==> config.mk <==
export PLATFORM = sky130hd
export DESIGN_NAME = mem_arbiter
export DESIGN_NICKNAME = d
export VERILOG_FILES = /design/src/rtl/mem_arbiter.sv
export SDC_FILE = /design/constraint.sdc
export NUM_CORES = 1
export LEC_CHECK = 0
export CAP_MARGIN = 5
export CORE_AREA = 4 4 105 107
export DETAILED_ROUTE_END_ITERATION = 16
export DIE_AREA = 0 0 109 111
export SYNTH_ARGS = -nofsm -noshare
export SYNTH_HDL_FRONTEND = slang
export SYNTH_SLANG_ARGS = --single-unit
==> constraint.sdc <==
create_clock -name i_clk -period 1.8 [get_ports i_clk]
set_input_delay 0.27 -clock i_clk [delete_from_list [all_inputs] [get_ports i_clk]]
set_output_delay 0.27 -clock i_clk [all_outputs]
set_load 0.02 [all_outputs]
==> src/rtl/mem_arbiter.sv <==
// ---------------------------------------------------------------------------
// mem_arbiter
//
// Shares the core's single external memory port between the I-cache refill
// path (I-side) and the data-memory path (D-side). One owner at a time,
// round-robin on ties, the grant is held until the memory acknowledges, and
// the D-side can hold the bus across a read-modify-write pair with
// i_dm_lock so that no fetch is interleaved between the two halves.
//
// Ports
//   i_clk, i_rst        clock (rising edge), asynchronous active-low reset
//   i_ic_req/i_ic_addr  I-side refill request and word address
//   o_ic_data           I-side read data (meaningful with o_ic_ready)
//   o_ic_ready          I-side transfer complete, 1-cycle pulse
//   i_dm_rd/i_dm_wr     D-side read / write request
//   i_dm_addr/i_dm_wdata/i_dm_be  D-side address, write data, byte enables
//   i_dm_lock           keep the bus on the D-side after the current transfer
//   o_dm_rdata          D-side read data (meaningful with o_dm_ready)
//   o_dm_ready          D-side transfer complete, 1-cycle pulse
//   o_mem_req/we/addr/wdata/be   memory request side
//   i_mem_rdata/i_mem_ack        memory response side
//   o_grant             current owner: 00 none, 01 I-side, 10 D-side
//   o_state             debug view of the arbiter state
//                       (00 IDLE, 01 GNT_I, 10 GNT_D, 11 LOCKED)
//
// Handshake: a requester raises its request (i_ic_req, or i_dm_rd/i_dm_wr)
// together with stable address/data and holds it until the matching ready
// pulse; the transfer completes in exactly the cycle the ready is high, and
// the requester may present a new request from the following cycle. On the
// memory side o_mem_req is held with stable address/data until the single
// cycle i_mem_ack pulse; that same cycle completes the transfer.
// ---------------------------------------------------------------------------
module mem_arbiter #(
    parameter int XLEN = 32
) (
    input  logic            i_clk,
    input  logic            i_rst,

    input  logic            i_ic_req,
    input  logic [XLEN-1:0] i_ic_addr,
    output logic [XLEN-1:0] o_ic_data,
    output logic            o_ic_ready,

    input  logic            i_dm_rd,
    input  logic            i_dm_wr,
    input  logic [XLEN-1:0] i_dm_addr,
    input  logic [XLEN-1:0] i_dm_wdata,
    input  logic [3:0]      i_dm_be,
    input  logic            i_dm_lock,
    output logic [XLEN-1:0] o_dm_rdata,
    output logic            o_dm_ready,

    output logic            o_mem_req,
    output logic            o_mem_we,
    output logic [XLEN-1:0] o_mem_addr,
    output logic [XLEN-1:0] o_mem_wdata,
    output logic [3:0]      o_mem_be,
    input  logic [XLEN-1:0] i_mem_rdata,
    input  logic            i_mem_ack,

    output logic [1:0]      o_grant,
    output logic [1:0]      o_state
);

    typedef enum logic [1:0] {
        IDLE   = 2'b00,
        GNT_I  = 2'b01,
        GNT_D  = 2'b10,
        LOCKED = 2'b11
    } state_t;

    localparam logic [1:0] GRANT_NONE = 2'b00;
    localparam logic [1:0] GRANT_I    = 2'b01;
    localparam logic [1:0] GRANT_D    = 2'b10;

    state_t state;

    // Side that completed the most recent transfer: 0 = I, 1 = D.
    // Resets to I so that the first tie after reset goes to the D-side.
    logic   last_d;

    logic   d_req;
    logic   own_i;
    logic   own_d;

    assign d_req = i_dm_rd | i_dm_wr;

    // -----------------------------------------------------------------------
    // Arbitration FSM. o_grant and o_mem_req are registered alongside the
    // state so both come straight out of flops.
    // -----------------------------------------------------------------------
    always_ff @(posedge i_clk or negedge i_rst) begin
        if (!i_rst) begin
            state     <= IDLE;
            last_d    <= 1'b0;
            o_grant   <= GRANT_NONE;
            o_mem_req <= 1'b0;
        end else begin
            case (state)
                IDLE: begin
                    // I wins when it is alone, or on a tie when D went last.
                    if (i_ic_req && (!d_req || last_d)) begin
                        state     <= GNT_I;
                        o_grant   <= GRANT_I;
                        o_mem_req <= 1'b1;
                    end else if (d_req) begin
                        state     <= GNT_D;
                        o_grant   <= GRANT_D;
                        o_mem_req <= 1'b1;
                    end
                end

                GNT_I: begin
                    if (i_mem_ack) begin
                        state     <= IDLE;
                        last_d    <= 1'b0;
                        o_grant   <= GRANT_NONE;
                        o_mem_req <= 1'b0;
                    end
                end

                GNT_D: begin
                    if (i_mem_ack) begin
                        last_d    <= 1'b1;
                        o_mem_req <= 1'b0;
                        // A D-side that abandoned its request has nothing
                        // to lock for, so it always falls back to IDLE.
                        if (i_dm_lock && d_req) begin
                            state   <= LOCKED;
                            o_grant <= GRANT_D;
                        end else begin
                            state   <= IDLE;
                            o_grant <= GRANT_NONE;
                        end
                    end
                end

                LOCKED: begin
                    // Bus reserved for the D-side; I requests are not looked
                    // at until the lock is released with no D request pending.
                    if (d_req) begin
                        state     <= GNT_D;
                        o_grant   <= GRANT_D;
                        o_mem_req <= 1'b1;
                    end else if (!i_dm_lock) begin
                        state   <= IDLE;
                        o_grant <= GRANT_NONE;
                    end
                end

                default: begin
                    state     <= IDLE;
                    o_grant   <= GRANT_NONE;
                    o_mem_req <= 1'b0;
                end
            endcase
        end
    end

    // The memory-side mux follows the registered owner. LOCKED owns nothing
    // on the memory port, so its outputs read as idle (all zero).
    assign own_i = (state == GNT_I);
    assign own_d = (state == GNT_D);

    always_comb begin
        o_mem_we    = 1'b0;
        o_mem_addr  = '0;
        o_mem_wdata = '0;
        o_mem_be    = 4'b0000;
        if (own_i) begin
            o_mem_addr = i_ic_addr;
            o_mem_be   = 4'b1111;
        end else if (own_d) begin
            // With both rd and wr raised the write takes precedence.
            o_mem_we    = i_dm_wr;
            o_mem_addr  = i_dm_addr;
            o_mem_wdata = i_dm_wdata;
            o_mem_be    = i_dm_wr ? i_dm_be : 4'b1111;
        end
    end

    // Ready pulses only to the current owner and only while it still holds
    // its request; an ack for an abandoned request is silently dropped, and
    // an ack outside GNT_I/GNT_D never reaches either side.
    assign o_ic_ready = own_i & i_mem_ack & i_ic_req;
    assign o_dm_ready = own_d & i_mem_ack & d_req;

    // Read data is a straight pass-through; it only means something while
    // the corresponding ready is high.
    assign o_ic_data  = i_mem_rdata;
    assign o_dm_rdata = i_mem_rdata;

    assign o_state = state;

endmodule

Yosys cells after proc, flatten, opt, wreduce, memory -nomap -nowiden. Cells that the tools add are included.

Flip-flop bits (word level): 6. Output and inout port bits: 140. Logic and storage cells: 52. Input bits: 139.

Reductions and logical operators: 9. Bitwise logic cells: 5. Equal/unequal tests: 8. Mux-type cells: 26.

Operators by type and width (number): $mux 32 (4); $mux 2 (9); $pmux 2 s4 (2); $mux 4 (3); $mux 1 (6); $ne 3x3->1 const B (2); $and 1x1->1 (4); $eq 2x2->1 const B (2); $ne 2x2->1 const B (2); $reduce_and 4->1 (1); $pmux 1 s3 (1); $reduce_and 3->1 (1); $eq 2x1->1 const B (1); $logic_and 1x1->1 (2); $logic_not 2->1 (1); $ne 2x1->1 const B (1); $pmux 1 s2 (1); $reduce_bool 2->1 (1); $reduce_or 2->1 (1); $logic_not 1->1 (1); $logic_or 1x1->1 (1); $or 1x1->1 (1).

Logic depth before layout (Yosys ltp).
Depth after elaboration: 6. Mapped depth: 7.

Worst setup path after synthesis. OpenSTA, ideal clock, no wires.

Path type: reg-to-output. Start point: register state[0] (netlist: o_state[0]). End point: output o_mem_addr[10]. Data required time: 1.530 ns. Cell stages (with the launch flop): 8. Arrival time: 1.654 ns. Path slack: -0.124 ns. Path through: dfrtp_1 inv_1 ha_1 buf_2 and2b_1 buf_4 buf_2 a22o_1.

Longest elaborated chain between the ends: 3.

Ends and longest elaborated chain: start, declared (RTL line 76) `state_t state;`; start signal, assigned (RTL line 94) `state <= IDLE;`; start signal, assigned (RTL line 103) `state <= GNT_I;`; start signal, assigned (RTL line 107) `state <= GNT_D;`; $eq 2x2->1 (RTL line 163) `assign own_d = (state == GNT_D);`; named net own_d (RTL line 84) `logic own_d;`; $mux 32 (RTL line 173) `end else if (own_d) begin`; $mux 32 (RTL line 170) `if (own_i) begin`; end, declared (RTL line 55) `output logic [XLEN-1:0] o_mem_addr,`.

The timed path passes the listed nets, and every way through them passes these cells.

Worst setup path after layout.
Start point: register state[0] (netlist: o_state[0]). End point: output o_mem_addr[12].

The elaborated chain is that of the path after synthesis.

==> reports/qor.json <==
{
  "outcome": {
    "status": "complete, but fails checks",
    "failed_checks": "setup timing"
  },
  "pwr": {
    "p_total_mw": 5.403,
    "cellPowerDensity_mw_per_mm2": 1472,
    "seq_power_share_pct": 4.1,
    "internal_power_contribution_mw": 3.110,
    "p_sw_mw": 2.293,
    "pwr-share-clk_pct": 3.8,
    "irDropWorstVdd_mv": 0.9847,
    "comb_power_share_pct": 92.2,
    "switching_share_pct": 42.44,
    "power.leakage_nw": 1.654
  },
  "global_route": {
    "gr_util_all_layers_pct": 12.26,
    "grt_pass1_wl_um": 11490,
    "antenna_found_initial": 0,
    "gr-total-overflow": 0,
    "vias_in_the_first_global_route": 1980,
    "grt_max_degree": 23
  },
  "critical_path": {
    "worstPathMaxFanout": 6,
    "critPathMaxStageDelay_ns": 0.39,
    "critical-path-slowest-cell": "sky130_fd_sc_hd__dfrtp_2",
    "critPathKind": "register to primary output",
    "critical_path.endpoint_type": "primary output",
    "crit_arrival_ns": 1.66,
    "required_ns": 1.53,
    "cell_chain_of_the_critical_path": "inv_2 > ha_2 > and2b_4 > buf_12 > buf_16 > a22o_4 > buf_6",
    "setup.worst_path.start_class": "register"
  },
  "die": {
    "floorplan.rows": 37,
    "floorplan.initialDensity_pct": 14.61,
    "placeableCoreArea_mm2": 0.01014,
    "floorplan.die.width_um": 109,
    "ios": 279,
    "height_of_the_chip_um": 111,
    "design.die.area_mm2": 0.01210
  },
  "yosys": {
    "yosys_warning_count": 0,
    "synth_top_family_by_area": "buffers and inverters",
    "post_synthesis_sequential_area_ratio_pct": 8.446,
    "post_synth_mux_area_share_pct": 2.365,
    "netlist-cell-type-count": 28,
    "synth-compound-area-share_pct": 26.69,
    "postSynthCellCount": 190,
    "synthesis.area_mm2": 0.001481,
    "postSynthNetCount": 334,
    "share_of_synthesized_cell_area_in_full_adder_half_adder_and_majority_cells_pct": 4.223,
    "synthXorXnorAreaFrac_pct": 0,
    "post_synth_and_or_nand_nor_area_fraction_pct": 20.19,
    "post_synth.cell_area_avg_um2": 7.797,
    "synth.ff_latch_count": 5
  },
  "cts": {
    "clk_latency_ns": 0.22,
    "cts-root-to-sink-buffers": 2,
    "clkSlewWorstSetupHoldPaths_ns": 0.03,
    "cts_htree_levels": 1,
    "cts_buffers": 3,
    "tritoncts": "yes",
    "clock_sinks": 5,
    "cts_root_buf": "sky130_fd_sc_hd__clkbuf_8"
  },
  "final_layout": {
    "layout_commonest_cell": "sky130_fd_sc_hd__clkdlybuf4s50_1",
    "share_of_final_layout_standard_cells_stronger_than_drive_strength_1_pct": 48.95,
    "antenna_diode_count": 0,
    "num-nets-final": 478,
    "syn2layout_area_growth_pct": 147.8,
    "layout.cells.most_common_list": "sky130_fd_sc_hd__clkdlybuf4s50_1 (111), sky130_fd_sc_hd__buf_6 (70), sky130_fd_sc_hd__and2_4 (31), sky130_fd_sc_hd__a22o_1 (21), sky130_fd_sc_hd__buf_4 (19)"
  },
  "timing": {
    "maxClockFrequency_ghz": 0.5173,
    "period_needed_ns": 1.933,
    "maxSlewHeadroom_pct": 81.11,
    "grt_setup_unrepaired": "yes",
    "fin_skew_ns": 0.0009894,
    "final_min_period_over_clock_period_pct": 107.4,
    "final.setup.tns_ns": -5.982,
    "max_slew.worst_pin.slew_ns": 0.2833,
    "maxSlewViolCount": 0,
    "setup_viol": 64,
    "final-hold-violation-count": 0,
    "setup_ws_ns": -0.1330,
    "fin_worst_hold_slack_ns": 0.2730
  },
  "placed_design": {
    "place_hpwl_um": 6430,
    "dpl_worst_slack_ns": -0.3670,
    "buffer_ports.inserted": 182,
    "globalplace.congestion": 0.8109
  },
  "drt": {
    "routed_antenna_nets": 0,
    "vias": 1834,
    "wl_met3_um": 930,
    "drcViolationCount": 0,
    "highest_metal_used": "met4",
    "wire_per_inst_um": 17.12,
    "drt_first_iter_violations": 59,
    "dr_wl_met2_um": 3686,
    "avg_vias_per_cell": 3.910,
    "detailedRoute.firstPassIterationCount": 4,
    "routed_wirelength_um": 8028,
    "wl_met1_um": 3223
  },
  "min_path": {
    "hold_class": "input pin to asynchronous set/reset pin"
  },
  "run": {
    "max-cap-violations": 0
  }
}
==> timing repair <==
| action | CTS | global route |
|---|---|---|
| endpoints found under the setup margin | 71 | 70 |
| gates cloned | 5 | 0 |
| setup buffers | 5 | 1 |
| resized for setup | 417 | 17 |
| pin swaps | 8 | 4 |
| hold buffers | 0 | 0 |
==> final timing paths <==
kind | start | endpoint | slack (ns) | cells past startpoint
max in group asynchronous | i_rst | o_grant[1] | 1.32 | 1
hold / removal | i_rst | o_state[0] | 0.27 | 1
setup reg to reg | o_grant[1] | o_state[0] | 0.08 | 8
min in group i_clk | last_d | last_d | 0.51 | 2
setup / recovery | o_state[0] | o_mem_addr[12] | -0.13 | 7
hold reg to reg | last_d | last_d | 0.51 | 2
==> kinds of logic (layout without fill, tap and decap cells) <==
group,after synthesis,after routing
buffers and inverters,82,225
AND/OR/NAND/NOR,50,50
AO/OA/AOI/OAI,45,45
adder cells (fa/ha/maj),5,5
flip-flops,5,5
multiplexers,3,3
==> per-stage QoR <==
stage          cell area, um^2  utilization, %  cells
2_1_floorplan             1590               -    190
3_3_place_gp              3236           31.91    454
3_5_place_dp              3236           31.91    454
4_1_cts                   3642           35.93    468
5_1_grt                   3671           36.21    469
6_report                  3671           36.21    469
==> worst max-delay path, delay by kind of cell, from the launching register on <==
family	cells	cell delay, ns
fa+ha+maj	1	0.18
simple gates	1	0.19
flops	1	0.39
compound gates	1	0.21
buf+inv	4	0.47
==> state kept, by name (all words and copies together) (netlist names) <==
register   flops
last_d         1
o_grant        2
o_mem_req      1
o_state        1
==> synth_stat cells (all sizes together) <==
library cell / number / area (um^2)
a211oi: 2 / 15.01
a21o: 4 / 30.03
a21oi: 2 / 10.01
a22o: 32 / 280.3
a22oi: 1 / 7.510
and2: 33 / 207.7
and2b: 1 / 7.510
buf: 72 / 524.3
clkbuf: 5 / 21.27
dfrtp: 5 / 125.1
ha: 5 / 62.56
inv: 5 / 18.77
mux2: 1 / 15.01
mux2i: 2 / 20.02
nand2: 5 / 18.77
nor2: 4 / 17.52
nor3: 2 / 10.01
nor3b: 1 / 7.510
o211ai: 1 / 12.51
o21ai: 1 / 5.000
o31ai: 1 / 7.510
o32ai: 1 / 27.53
or2b: 4 / 30.03
==> layer usage <==
metal / global-route usage [%] / vias up
met5: 0 / -
met4: 3.535 / 0
met3: 5.242 / 34
met2: 19.62 / 102
met1: 14.80 / 828
li1: - / 870
==> power by group through the flow <==
stage                     combinational [mW]  clock, mW  sequential (mW)
after floorplan                         2.20          0            0.267
after global placement                  3.99          0            0.215
after detailed placement                4.01          0            0.212
after CTS                               4.97      0.210            0.218
after global routing                    5.26      0.222            0.225
final                                   4.98      0.204            0.219
==> final cells by class <==
type	count	area, um^2
inverters	5	18.77
multi-input cells	103	999.7
clock buffers	4	45.04
repair buffers	216	2310
well taps	136	170.2
fillers	1024	6467
flip-flops and latches	5	127.6
Note: power is estimated with default switching activity, not from simulation.
